[config.mk]
export PLATFORM = sky130hd
export DESIGN_NAME = demux16_collector
export DESIGN_NICKNAME = d
export VERILOG_FILES = /design/src/rtl/demux16_collector.sv
export SDC_FILE = /design/constraint.sdc
export NUM_CORES = 1
export LEC_CHECK = 0
export BUFFER_PORTS_ARGS = -buffer_cell sky130_fd_sc_hd__buf_2
export CORE_MARGIN = 2
export CORE_UTILIZATION = 40
export CTS_CLUSTER_DIAMETER = 100
export DETAILED_ROUTE_END_ITERATION = 7
export PLACE_DENSITY_LB_ADDON = 0.2
export SLEW_MARGIN = 25
export SYNTH_ARGS = -nofsm -noshare
export SYNTH_HDL_FRONTEND = slang
export SYNTH_SLANG_ARGS = --single-unit
[constraint.sdc]
create_clock -name clk -period 2.5 [get_ports clk]
set_input_delay 0 -clock clk [delete_from_list [all_inputs] [get_ports clk]]
set_output_delay 0 -clock clk [all_outputs]
set_load 0.01 [all_outputs]
[src/rtl/demux16_collector.sv]
// demux16_collector: steers the upstream mux select and rebuilds the word.
// Define DEMUX_PARITY_EN to collect a trailing even-parity bit.
module demux16_collector #(
    parameter int IDX_W    = 4,
    parameter int LAST_IDX = 15
) (
    input  logic                  clk,
    input  logic                  rst_n,
    input  logic                  start,
    input  logic                  abort,
    input  logic                  bit_valid,
    input  logic                  f,
    output logic [IDX_W-1:0]      s,
    output logic                  busy,
    output logic [0:2**IDX_W-1]   w,
    output logic                  done,
    output logic                  parity_err
);

    localparam int W = 2**IDX_W;

    typedef enum logic [1:0] {
        IDLE,
        COLLECT
`ifdef DEMUX_PARITY_EN
        , PARITY
`endif
    } state_t;

    state_t           state, state_nxt;
    logic [IDX_W-1:0] s_nxt;
    logic [0:W-1]     shadow, shadow_nxt;
    logic [0:W-1]     w_nxt;
    logic             done_nxt;
    logic             last_bit;

`ifdef DEMUX_PARITY_EN
    logic perr, perr_nxt;
`endif

    assign last_bit = (s == IDX_W'(LAST_IDX));
    assign busy     = (state != IDLE);

    always_comb begin
        state_nxt  = state;
        s_nxt      = s;
        shadow_nxt = shadow;
        w_nxt      = w;
        done_nxt   = 1'b0;
`ifdef DEMUX_PARITY_EN
        perr_nxt   = perr;
`endif
        unique case (state)
            IDLE: begin
                s_nxt = '0;
                if (start && !abort) begin
                    state_nxt = COLLECT;
                end
            end
            COLLECT: begin
                // abort outranks even the final valid bit
                if (abort) begin
                    state_nxt = IDLE;
                    s_nxt     = '0;
                end else if (bit_valid) begin
                    shadow_nxt[s] = f;
                    s_nxt         = s + IDX_W'(1);
                    if (last_bit) begin
                        s_nxt = '0;
`ifdef DEMUX_PARITY_EN
                        state_nxt = PARITY;
`else
                        state_nxt = IDLE;
                        w_nxt     = shadow_nxt;
                        done_nxt  = 1'b1;
`endif
                    end
                end
            end
`ifdef DEMUX_PARITY_EN
            PARITY: begin
                if (abort) begin
                    state_nxt = IDLE;
                    s_nxt     = '0;
                end else if (bit_valid) begin
                    state_nxt = IDLE;
                    w_nxt     = shadow;
                    done_nxt  = 1'b1;
                    perr_nxt  = ^{shadow, f};
                end
            end
`endif
            default: begin
                state_nxt = IDLE;
                s_nxt     = '0;
            end
        endcase
    end

    always_ff @(posedge clk or negedge rst_n) begin
        if (!rst_n) begin
            state  <= IDLE;
            s      <= '0;
            shadow <= '0;
            w      <= '0;
            done   <= 1'b0;
        end else begin
            state  <= state_nxt;
            s      <= s_nxt;
            shadow <= shadow_nxt;
            w      <= w_nxt;
            done   <= done_nxt;
        end
    end

`ifdef DEMUX_PARITY_EN
    always_ff @(posedge clk or negedge rst_n) begin
        if (!rst_n) begin
            perr <= 1'b0;
        end else begin
            perr <= perr_nxt;
        end
    end

    assign parity_err = perr;
`else
    assign parity_err = 1'b0;
`endif

endmodule

== Yosys cells after proc, flatten, opt, wreduce, memory -nomap -nowiden ==
Cells that the tools add are included.
Operators by class
  equality and inequality tests: 5
  bitwise logic cells: 2
  reductions and logical operators: 8
  $lt $le $gt $ge: 2
  multiplexer cells: 16
  add/subtract/negate cells: 1
Operators with widths (count)
  bitwise mux 16 bit: 1
  2-to-1 mux 4 bit: 4
  2-to-1 mux 2 bit: 4
  inequality test 3 bit, second input constant: 2
  AND reduction 3 bit: 2
  greater-or-equal comparator 5 bit, second input constant: 1
  < comparator 5 x 1 -> 1 bit, second input constant: 1
  2-to-1 mux 1 bit: 5
  NOT 4 -> 5 bit: 1
  adder 4 x 1 -> 4 bit, second input constant: 1
  demux 1 bit (select 4 bit): 1
  equality test 4 bit, second input constant: 1
  one-hot mux 2 bit (2 select lines): 1
  AND reduction 4 bit: 1
  equality test 2 x 1 -> 1 bit, second input constant: 1
  logical AND 1 bit: 2
  logical NOT 2 bit: 1
  inequality test 2 bit, second input constant: 1
  nonzero test 2 bit: 1
  logical NOT 1 bit: 1
  NOT 1 bit: 1
Word-level totals
  register bits after elaboration: 39
  output and inout bits: 23

== Longest topological paths before layout ==
Gate-level depths: netlist of the first run.
  word-level depth: 6
  mapped depth: 6
  depth with buffers taken out: 5

== Worst setup path before layout of the first run ==
No wires, ideal clock.
  kind: register to register
  start point: register s[0]
  end point: register w[11] in the netlist's numbering
  library setup time: 125 ps
  cell stages (with the launch flop): 6
  required time: 2375 ps
  slack: 863 ps
  data arrival time: 1512 ps
  cells stage by stage: dfrtp_1 > ha_1 > and4b_4 > nor2b_4 > buf_12 > mux2_4
Between the ends
  cells in the longest elaborated chain, start to end: 6
  elaborated cells between the ends (all ways): 9
  those cells by class: order compare: 2; eq/ne: 1; mux: 3; bitwise: 1; reduce/logical: 2
RTL lines
  start: declaration: RTL line 13  | output logic [IDX_W-1:0] s,
  start signal: assignment: RTL line 109  | s <= s_nxt;
  NOT 4 -> 5 bit (not written as such): RTL line 66  | shadow_nxt[s] = f;
  greater-or-equal comparator 5 bit (not written as such) / < comparator 5 x 1 -> 1 bit (equally long branches): RTL line 66
  logical AND 1 bit (not written as such): RTL line 66
  2-to-1 mux 1 bit (not written as such): RTL line 66
  demux 1 bit (select 4 bit): RTL line 66
  bitwise mux 16 bit: RTL line 66
  end signal: assignment: RTL line 111  | w <= w_nxt;
  end: declaration: RTL line 15  | output logic [0:2**IDX_W-1] w,
Parallel ways exist; a longest one is shown, timed or not.
A chain may end at the register's enable or synchronous reset.

== Final worst setup path of the first run ==
  start point: register s[1]
  end point: register w[15] in the netlist's numbering
Same word-level chain as after synthesis.

==> results of run 1 <==
-- worst max-delay path, stage by stage (launching register included) --
cell	delay (ns)
dfrtp_1	0.46
ha_1	0.25
and4b_4	0.37
nor2b_4	0.46
mux2_4	0.34
-- kinds of logic after synthesis --
group,synth area share (%)
adders and majority gates,2.78
AOI/OAI and AO/OA,5.84
and+or+nand+nor,14.0
xor gates and xnor gates,0.487
other,0.208
buffers and inverters,7.64
muxes,17.7
DFF,51.4
-- layout by cell type (no fill, tap or decap) --
cell type / synthesis / routed
clkinv_2: 0 / 1
nand3b_1: 2 / 2
nand3_1: 2 / 2
clkbuf_8: 0 / 7
nand4b_1: 3 / 3
nand2_1: 5 / 5
a21oi_1: 3 / 3
or4_1: 1 / 1
inv_1: 11 / 11
nand4_1: 9 / 9
conb_1: 1 / 1
buf_2: 3 / 27
nor2b_4: 1 / 1
nor3_1: 3 / 3
nor2_1: 13 / 13
o21ai_2: 9 / 9
mux2_4: 7 / 7
o22ai_1: 1 / 1
mux2i_1: 1 / 1
mux2_2: 18 / 18
dfrtp_1: 37 / 37
nand2b_1: 3 / 3
ha_1: 4 / 4
o21ai_0: 1 / 1
buf_4: 1 / 3
xor2_1: 1 / 1
and4b_4: 1 / 1
or2b_1: 1 / 1
dlygate4sd3_1: 0 / 3
-- Yosys cell counts --
| cell type | number | share of area (%) |
|---|---|---|
| nand4b_1 | 3 | 1.5 |
| nand2_1 | 5 | 1.0 |
| buf_6 | 2 | 1.3 |
| nor2b_4 | 1 | 0.76 |
| xor2_1 | 1 | 0.49 |
| nand2b_1 | 3 | 1.0 |
| buf_4 | 1 | 0.42 |
| o22ai_1 | 1 | 0.35 |
| o21ai_2 | 9 | 4.4 |
| nand3b_1 | 2 | 0.83 |
| nand4_1 | 9 | 3.1 |
| nand3_1 | 2 | 0.56 |
| buf_12 | 2 | 2.2 |
| clkbuf_1 | 3 | 0.63 |
| dfrtp_1 | 37 | 51 |
| nor2_1 | 13 | 2.7 |
| nor3_1 | 3 | 0.83 |
| ha_1 | 4 | 2.8 |
| inv_1 | 11 | 2.3 |
| or4_1 | 1 | 0.42 |
| buf_2 | 3 | 0.83 |
| a21oi_1 | 3 | 0.83 |
| mux2_2 | 18 | 11 |
| conb_1 | 1 | 0.21 |
| mux2i_1 | 1 | 0.56 |
| o21ai_0 | 1 | 0.28 |
| and4b_4 | 1 | 0.76 |
| mux2_4 | 7 | 5.8 |
| or2b_1 | 1 | 0.42 |
-- routing by layer --
metal / vias up / track usage (%) / wire (µm)
li1: 560 / - / -
met1: 566 / 18.8 / 1520
met2: 21 / 23.7 / 1590
met3: 5 / 4.42 / 125
met4: 0 / 5.66 / 57
met5: - / 0 / 0
-- path summary, 6_finish.rpt --
check                       endpoint  slack [ns]  depth (start not counted)
max in group asynchronous      w[10]        1.63                          2
min in group asynchronous  shadow[7]        0.34                          2
max reg2reg                    w[15]        0.50                          4
max                            w[15]        0.50                          4
min                             s[0]        0.06                          3
min reg2reg                     w[3]        0.50                          1
-- layout make-up --
class                           count  share of cell area, %
Clock inverter                      1                  0.243
Sequential cell                    37                   45.0
Multi-Input combinational cell     90                   35.8
Clock buffer                        7                   4.68
Tap cell                           52                   3.16
Inverter                           11                   2.01
Timing Repair Buffer               33                   9.12
-- metrics by stage --
step	total power [µW]	worst slack, ns	hold WS (ns)	area, µm²
after floorplan	649	0.863	-0.296	1800
after global placement	669	0.605	0.142	1930
after detailed placement	671	0.522	0.155	1930
after CTS	1140	0.499	0.0446	2060
after global routing	1180	0.413	0.0761	2060
final	1120	0.503	0.0614	2060
-- power groups by stage --
stage	Clock [µW]	Sequential [µW]	Combinational (µW)
final	461	614	47.7
after detailed placement	0	625	45.9
after floorplan	0	624	24.7
after CTS	480	613	49.8
after global routing	507	614	54.6
after global placement	0	624	44.4
-- flip-flops by register name, indices dropped and copies added (netlist names) --
register / cells
done: 1
s: 4
shadow: 15
state: 1
w: 16
==> out/metrics.yaml, run 1 <==
outcome:
  outcome: "finished clean"
clocking:
  cts_made_buffers: 5
  clk_pin_slew_ns: 0.08
  clockBufferDepth: 2
  cts_tree: "yes"
  cts.sinks: 37
  clk-insertion-delay-late_ns: 0.29
  ctsRootBufferMaster: "clkbuf_8"
  cts_setup_buffers: 0
  ctsHoldBuffers: 3
  htreeDepth: 2
  post_cts_resized: 0
sta:
  rsz0062_at_grt: "false"
  fin_crit_ns: 2.00
  worst_slew_pin_slew_ns: 0.828
  finalClockSkew_ns: 0.00845
  final_hold_viol_count: 0
  setup_tns_ns: 0
  max_freq_mhz: 501
  slew_viol_final: 0
  slew_headroom_pct: 44.8
  setup_viol: 0
  period_share_pct: 79.9
synth:
  synth_area_per_cell_um2: 12.1
  synth_cells: 149
  synth_area_mm2: 0.00180
  synth_cell_types: 29
  seq_area_frac_synth_pct: 51.4
  yosysWarnings: 0
  ys_ff_latch: 37
  synth_nets: 159
setup_path:
  worstSetupPathType: "register to register"
  end_kind: "register"
  startpoint: "s[1]"
  r2r_start: "s[1]"
  critPathMaxFanout: 13
  crit_arrival_ns: 2.17
  critPathLaunchType: "register"
  required_ns: 2.67
global_route:
  track_usage_pct: 14.7
  antenna_found_initial: 0
  grt_pass1_vias: 1181
  grt_max_degree: 38
  grt_pass1_wl_um: 5730
  grt_overflow_total: 0
final_layout:
  antenna_cells: 0
  nets: 188
  final_util_pct: 47.3
  fillers: 414
  regArea_um2: 926
  area_growth_pct: 14.3
  multi_input_area_um2: 737
  drive_gt1_share_pct: 41.3
  instances_no_fill: 231
floorplan:
  coreArea_mm2: 0.00435
  fp.dieW_um: 71.1
  die_h_um: 71.1
  initial_utilization_pct: 41.4
  io_pins: 29
  num_rows: 24
  die_area_mm2: 0.00505
drt:
  wl_um: 3290
  routed_via_density: 4.99
  drtAntennaViolNets: 0
  drc: 0
  avgRoutedWirePerCell_um: 14.3
  first_pass_iters: 4
  drt_iter0_markers: 77
  vias: 1152
hold_path:
  hold_start: "bit_valid"
  worst_hold_path_type: "input pin to register"
place:
  gp_congestion: 0.805
  dp_hpwl_um: 2230
  dpl.cell_count: 220
  port_buffers: 27
power:
  power.switching_uw: 248
  pwr_density_cell_mw_per_mm2: 545
  vdd_drop_max_v: 0.000246
  pwr-share-clk_pct: 41.1
  p_seq_share_pct: 54.7
  p_comb_share_pct: 4.3
  p_sw_share_pct: 22.1
  intPower_uw: 875
  p_leak_uw: 0.000991
job:
  maxCapViolCount: 0
Power figures use the tool's default switching activity.
==> inputs of run 2 (changes only) <==
--- a/config.mk
+++ b/config.mk
@@ -5,6 +5,7 @@
 export SDC_FILE = /design/constraint.sdc
 export NUM_CORES = 1
 export LEC_CHECK = 0
+export ABC_AREA = 1
 export BUFFER_PORTS_ARGS = -buffer_cell sky130_fd_sc_hd__buf_2
 export CORE_MARGIN = 2
 export CORE_UTILIZATION = 40
==> constraint.sdc (replaced) <==
create_clock -name clk -period 2.09 [get_ports clk]
set_input_delay 0 -clock clk [delete_from_list [all_inputs] [get_ports clk]]
set_output_delay 0 -clock clk [all_outputs]
set_load 0.01 [all_outputs]
==> run 2 against run 1 <==
  * Core utilization increased by 0.75 points
  * Maximum frequency up 22%
  * Clock power up 18%
  * Sequential power is 23% higher
  * Final area grew 1.6%
  * Register-to-register slack got worse by 0.04 ns
  * Synthesized area hardly changed
  * Synthesized cell count is 55% higher
  * Worst setup slack worse by 0.043 ns
  * Clock-buffer cell count is the same
  * Largest power group unchanged
==> out/metrics.yaml, run 2 <==
sta:
  setup_tns_ns: 0
  period_share_pct: 78.0
  max_freq_mhz: 613
  finalClockSkew_ns: 0.00360
  final_hold_viol_count: 0
  worst_slew_pin_slew_ns: 0.812
  rsz0062_at_grt: "false"
  slew_headroom_pct: 45.8
  setup_viol: 0
  slew_viol_final: 0
  fin_crit_ns: 1.63
global_route:
  grt_pass1_wl_um: 6620
  track_usage_pct: 16.9
  grt_max_degree: 38
  antenna_found_initial: 0
  grt_overflow_total: 0
  grt_pass1_vias: 1446
floorplan:
  io_pins: 29
  initial_utilization_pct: 41.3
  coreArea_mm2: 0.00435
  fp.dieW_um: 71.1
  num_rows: 24
  die_h_um: 71.1
  die_area_mm2: 0.00505
drt:
  drtAntennaViolNets: 0
  drc: 0
  vias: 1509
  avgRoutedWirePerCell_um: 12.3
  drt_iter0_markers: 110
  routed_via_density: 4.81
  first_pass_iters: 4
  wl_um: 3860
setup_path:
  cpMostUsedCell: "nand2_1"
  path_cells: "ha_1, nand3_2, nor2_4, inv_2, nand2_1, nand2_1"
  startpoint: "s[1]"
  critPathMaxFanout: 16
  worst_r2r_endpoint: "w[2]"
  worstSetupPathType: "register to register"
  crit_arrival_ns: 1.81
  required_ns: 2.27
  critPathLaunchType: "register"
  crit_slowest_cell: "dfrtp_1"
  r2r_cells: 6
  crit_buf_inv: 1
  setup.worst_path.end: "w[2]"
  end_kind: "register"
  critical_path_depth: 6
  rrSetupSlack_ns: 0.46
  r2r_start: "s[1]"
  cpLargestDelayFamily: "simple AND/OR/NAND/NOR gates"
  max_stage_delay_ns: 0.40
synth:
  synth_cells: 231
  synth_edf_count: 0
  seq_area_frac_synth_pct: 51.5
  yosysMostFrequentCell: "nand2_1"
  synth_top_area_share_pct: 51.5
  synth_commonest_cells: "nand2_1, dfrtp_1, nand3_1"
  synth_area_per_cell_um2: 7.79
  synth_area_leaders: "dfrtp_1, nand2_1, nand3_1, ha_1, o21ai_0"
  ys.flop_type: "dfrtp_1"
  synth_area_mm2: 0.00180
  synth_cell_types: 19
  yosys.area.top_type: "dfrtp_1"
  synth_nets: 241
  ys_ff_latch: 37
  async_flop_share_pct: 100
  yosysWarnings: 0
final_layout:
  nets: 271
  mostFrequentLayoutCells: "nand2_1, dfrtp_1, nand3_1, buf_2"
  area_growth_pct: 16.2
  regMostFlops: "w"
  drive_gt1_share_pct: 16.4
  instances_no_fill: 314
  antenna_cells: 0
  reg.largest.list: "w (16), shadow (15), s (4)"
  final_common_cell: "nand2_1"
  fillers: 452
  final_util_pct: 48.0
  largest_reg_flops: 16
job:
  maxCapViolCount: 0
power:
  p_leak_uw: 0.00117
  pwr_density_cell_mw_per_mm2: 672
  vdd_drop_max_v: 0.000291
clocking:
  cts_tree: "yes"
  cts.sinks: 37
  clk_pin_slew_ns: 0.07
  cts_made_buffers: 5
  clockBufferDepth: 2
  post_cts_resized: 0
  ctsRootBufferMaster: "clkbuf_8"
  clk-insertion-delay-late_ns: 0.29
  ctsHoldBuffers: 3
  cts_setup_buffers: 0
  htreeDepth: 2
hold_path:
  min_path_cells: 4
  worst_hold_path_type: "input pin to register"
place:
  port_buffers: 27
  dp_hpwl_um: 2640
  dpl.cell_count: 303
  gp_congestion: 0.750
outcome:
  outcome: "finished clean"
==> run 2: cells by family after synthesis <==
logic type                 count (synthesis)  synth area share (%)
other                                      1                 0.208
and+or+nand+nor                          154                  35.7
buffers and inverters                     22                  5.98
DFF                                       37                  51.5
AOI/OAI and AO/OA                         12                  3.41
adders and majority gates                  4                  2.78
xor gates and xnor gates                   1                 0.487
==> run 2: power by group <==
part	internal [µW]	leakage, µW	switching (µW)
Combinational	33.4	0.000607	74.1
Sequential	744	0.000507	10.4
Clock	298	0.0000542	246
Total	1070	0.00117	331
==> run 2: per-layer routing <==
metal  routed length [µm]  share of wire, %  GRT usage [%]
met1                 1870                48           23.2
met5                    0                 0              0
met2                 1710                44           25.6
met4                   60               1.6           5.66
met3                  217               5.6           4.99
==> run 2: final cells by class <==
type	count	area [µm²]	area share [%]
clock buffers	7	96.3	4.61
clock inverters	1	5.00	0.239
inverters	12	45.0	2.15
multi-input cells	172	766	36.6
flip-flops and latches	37	926	44.3
well taps	52	65.1	3.11
repair buffers	33	188	8.98
==> run 2: how the worst min path moves through the flow <==
stage                from        end  slack, ns
floorplan           rst_n       done      -0.30
global placement    rst_n  shadow[0]       0.15
detailed placement  rst_n       w[0]       0.15
CTS                 abort       s[3]      0.005
global route        abort       s[3]       0.04
finish              abort       s[3]       0.01
==> run 2: through the flow <==
stage | setup WS (ns) | total power [µW] | hold WS (ns) | cell area [µm²]
3_5_place_dp | 0.450 | 873 | 0.146 | 1960
3_3_place_gp | 0.495 | 873 | 0.151 | 1960
6_report | 0.460 | 1410 | 0.0108 | 2090
5_1_grt | 0.264 | 1480 | 0.0392 | 2090
4_1_cts | 0.441 | 1430 | 0.00496 | 2090
2_1_floorplan | 0.637 | 832 | -0.296 | 1800
==> run 2: worst min-delay path: stages <==
cell and delay, ns:
buf_2 0.09, inv_2 0.04, nand3_1 0.08, nor2_1 0.05
==> inputs of run 3 (changes only) <==
==> constraint.sdc (replaced) <==
create_clock -name clk -period 1.62 [get_ports clk]
set_input_delay 0 -clock clk [delete_from_list [all_inputs] [get_ports clk]]
set_output_delay 0 -clock clk [all_outputs]
set_load 0.01 [all_outputs]
==> run 3 against run 2 <==
  * Critical endpoint is now w[13]
  * Flip-flop and latch count stayed put
  * First-iteration DRC count is 33% lower
  * Final area is 2.8% higher
  * Largest power group unchanged
  * Sequential share of layout area is 1.2 points lower
  * Clock-buffer cell count stayed put
  * Combinational power is 32% higher
  * Worst setup slack worse by 0.24 ns
  * Register-to-register slack worse by 0.24 ns
  * Die area stayed put
  * Final cell count is 2.2% higher
==> out/metrics.yaml, run 3 (synthesized netlist as in run 2, its figures left out) <==
outcome:
  outcome: "finished clean"
setup_path:
  crit_slowest_cell: "dfrtp_1"
  crit_arrival_ns: 1.63
  max_stage_delay_ns: 0.43
  worstSetupPathType: "register to register"
  r2r_cells: 6
  rrSetupSlack_ns: 0.22
  critPathLaunchType: "register"
  required_ns: 1.85
  path_cells: "inv_1, ha_2, nand3_1, o21ai_0, nand2_1, nand2_1"
  end_kind: "register"
  cpMostUsedCell: "nand2_1"
  critPathMaxFanout: 7
final_layout:
  largest_reg_flops: 16
  drive_gt1_share_pct: 19.3
  regMostFlops: "w"
  reg.largest.list: "w (16), shadow (15), s (4)"
  mostFrequentLayoutCells: "nand2_1, dfrtp_1, nand3_1, buf_2"
  area_growth_pct: 19.4
  final_common_cell: "nand2_1"
  nets: 278
  antenna_cells: 0
sta:
  max_freq_mhz: 714
  setup_viol: 0
  rsz0062_at_grt: "false"
  fin_crit_ns: 1.40
  final_hold_viol_count: 0
  setup_tns_ns: 0
  period_share_pct: 86.4
  slew_viol_final: 0
  finalClockSkew_ns: 0.00317
  whs_ns: 0.0212
drt:
  met2_wirelength_um: 1690
  vias: 1519
  topRoutingLayerUsed: "met4"
  drtAntennaViolNets: 0
  avgRoutedWirePerCell_um: 12.2
  routed_via_density: 4.73
  drc: 0
  wl_um: 3910
  first_pass_iters: 5
  drt_iter0_markers: 74
  met3WireLength_um: 155
  wl_met1_um: 2030
clocking:
  ctsRootBufferMaster: "clkbuf_8"
  cts_tree: "yes"
  cts.sinks: 37
  clockBufferDepth: 2
  clk-insertion-delay-late_ns: 0.28
  clk_pin_slew_ns: 0.07
  cts_made_buffers: 5
  cts_setup_buffers: 0
  htreeDepth: 2
global_route:
  track_usage_pct: 17.4
  grt_pass1_wl_um: 6950
  grt_pass1_vias: 1474
  antenna_found_initial: 0
  grt_overflow_total: 0
  grt_max_degree: 38
hold_path:
  min_path_cells: 4
  worst_hold_path_type: "input pin to register"
floorplan:
  initial_utilization_pct: 41.3
  num_rows: 24
  fp.dieW_um: 71.1
  die_area_mm2: 0.00505
  coreArea_mm2: 0.00435
  die_h_um: 71.1
  io_pins: 29
job:
  maxCapViolCount: 0
power:
  vdd_drop_max_v: 0.000370
  p_leak_uw: 0.00120
  pwr_density_cell_mw_per_mm2: 844
place:
  port_buffers: 27
  gp_congestion: 0.810
  dp_hpwl_um: 2690
## run 3: cell count changes in the layout (fill, tap and decap cells not counted)
cell     delta
buf_4       +7
ha_1        -2
ha_2        +2
o21ai_0     -1
o21ai_1     +1
## run 3: metal layers
layer,global-route usage [%],vias to the layer above
met5,0,-
met2,25.9,38
met3,4.42,2
met4,5.66,0
li1,-,800
met1,24.9,679
## run 3: final timing paths
check / startpoint / endpoint
max in group asynchronous: rst_n / w[6]
hold reg to reg: w[15] / w[15]
setup / recovery: s[1] / w[13]
min in group asynchronous: rst_n / w[1]
setup reg to reg: s[1] / w[13]
hold / removal: abort / s[3]
## run 3: per-stage QoR
stage               cell area (µm²)  power (µW)  utilization [%]  instances  worst slack (ns)
CTS                            2140        1840             49.2        321             0.112
global placement               2010        1120             46.2        310             0.167
global route                   2150        1920             49.3        321            0.0201
finish                         2150        1810             49.3        321             0.220
floorplan                      1800        1070                -        231             0.167
detailed placement             2010        1130             46.2        310             0.144
## run 3: power breakdown
part / switching [µW] / total (µW) / leakage, µW / internal, µW
clock network: 316 / 700 / 0.0000542 / 384
registers: 13.5 / 973 / 0.000507 / 959
logic: 94.5 / 141 / 0.000640 / 46.4
total: 424 / 1810 / 0.00120 / 1390
## run 3: final cells by class
class                           count  area (µm²)
Tap cell                           52        65.1
Inverter                           12        45.0
Clock inverter                      1        5.00
Sequential cell                    37         926
Clock buffer                        7        96.3
Timing Repair Buffer               40         240
Fill cell                         430        2210
Multi-Input combinational cell    172         771
## run 3: critical path: cells and delay by family (launching register included)
kind | cells | cell delay (ns)
AO/OA/AOI/OAI | 1 | 0.26
flip-flops | 1 | 0.43
adder cells (fa/ha/maj) | 1 | 0.27
AND/OR/NAND/NOR | 3 | 0.27
buffers and inverters | 1 | 0.12
## run 3: what timing repair did
| action | CTS | global route |
|---|---|---|
| endpoints found under the hold margin | 38 | 0 |
| hold buffers | 3 | 0 |
| setup endpoints to repair | 0 | 4 |
| resized for setup | 0 | 3 |
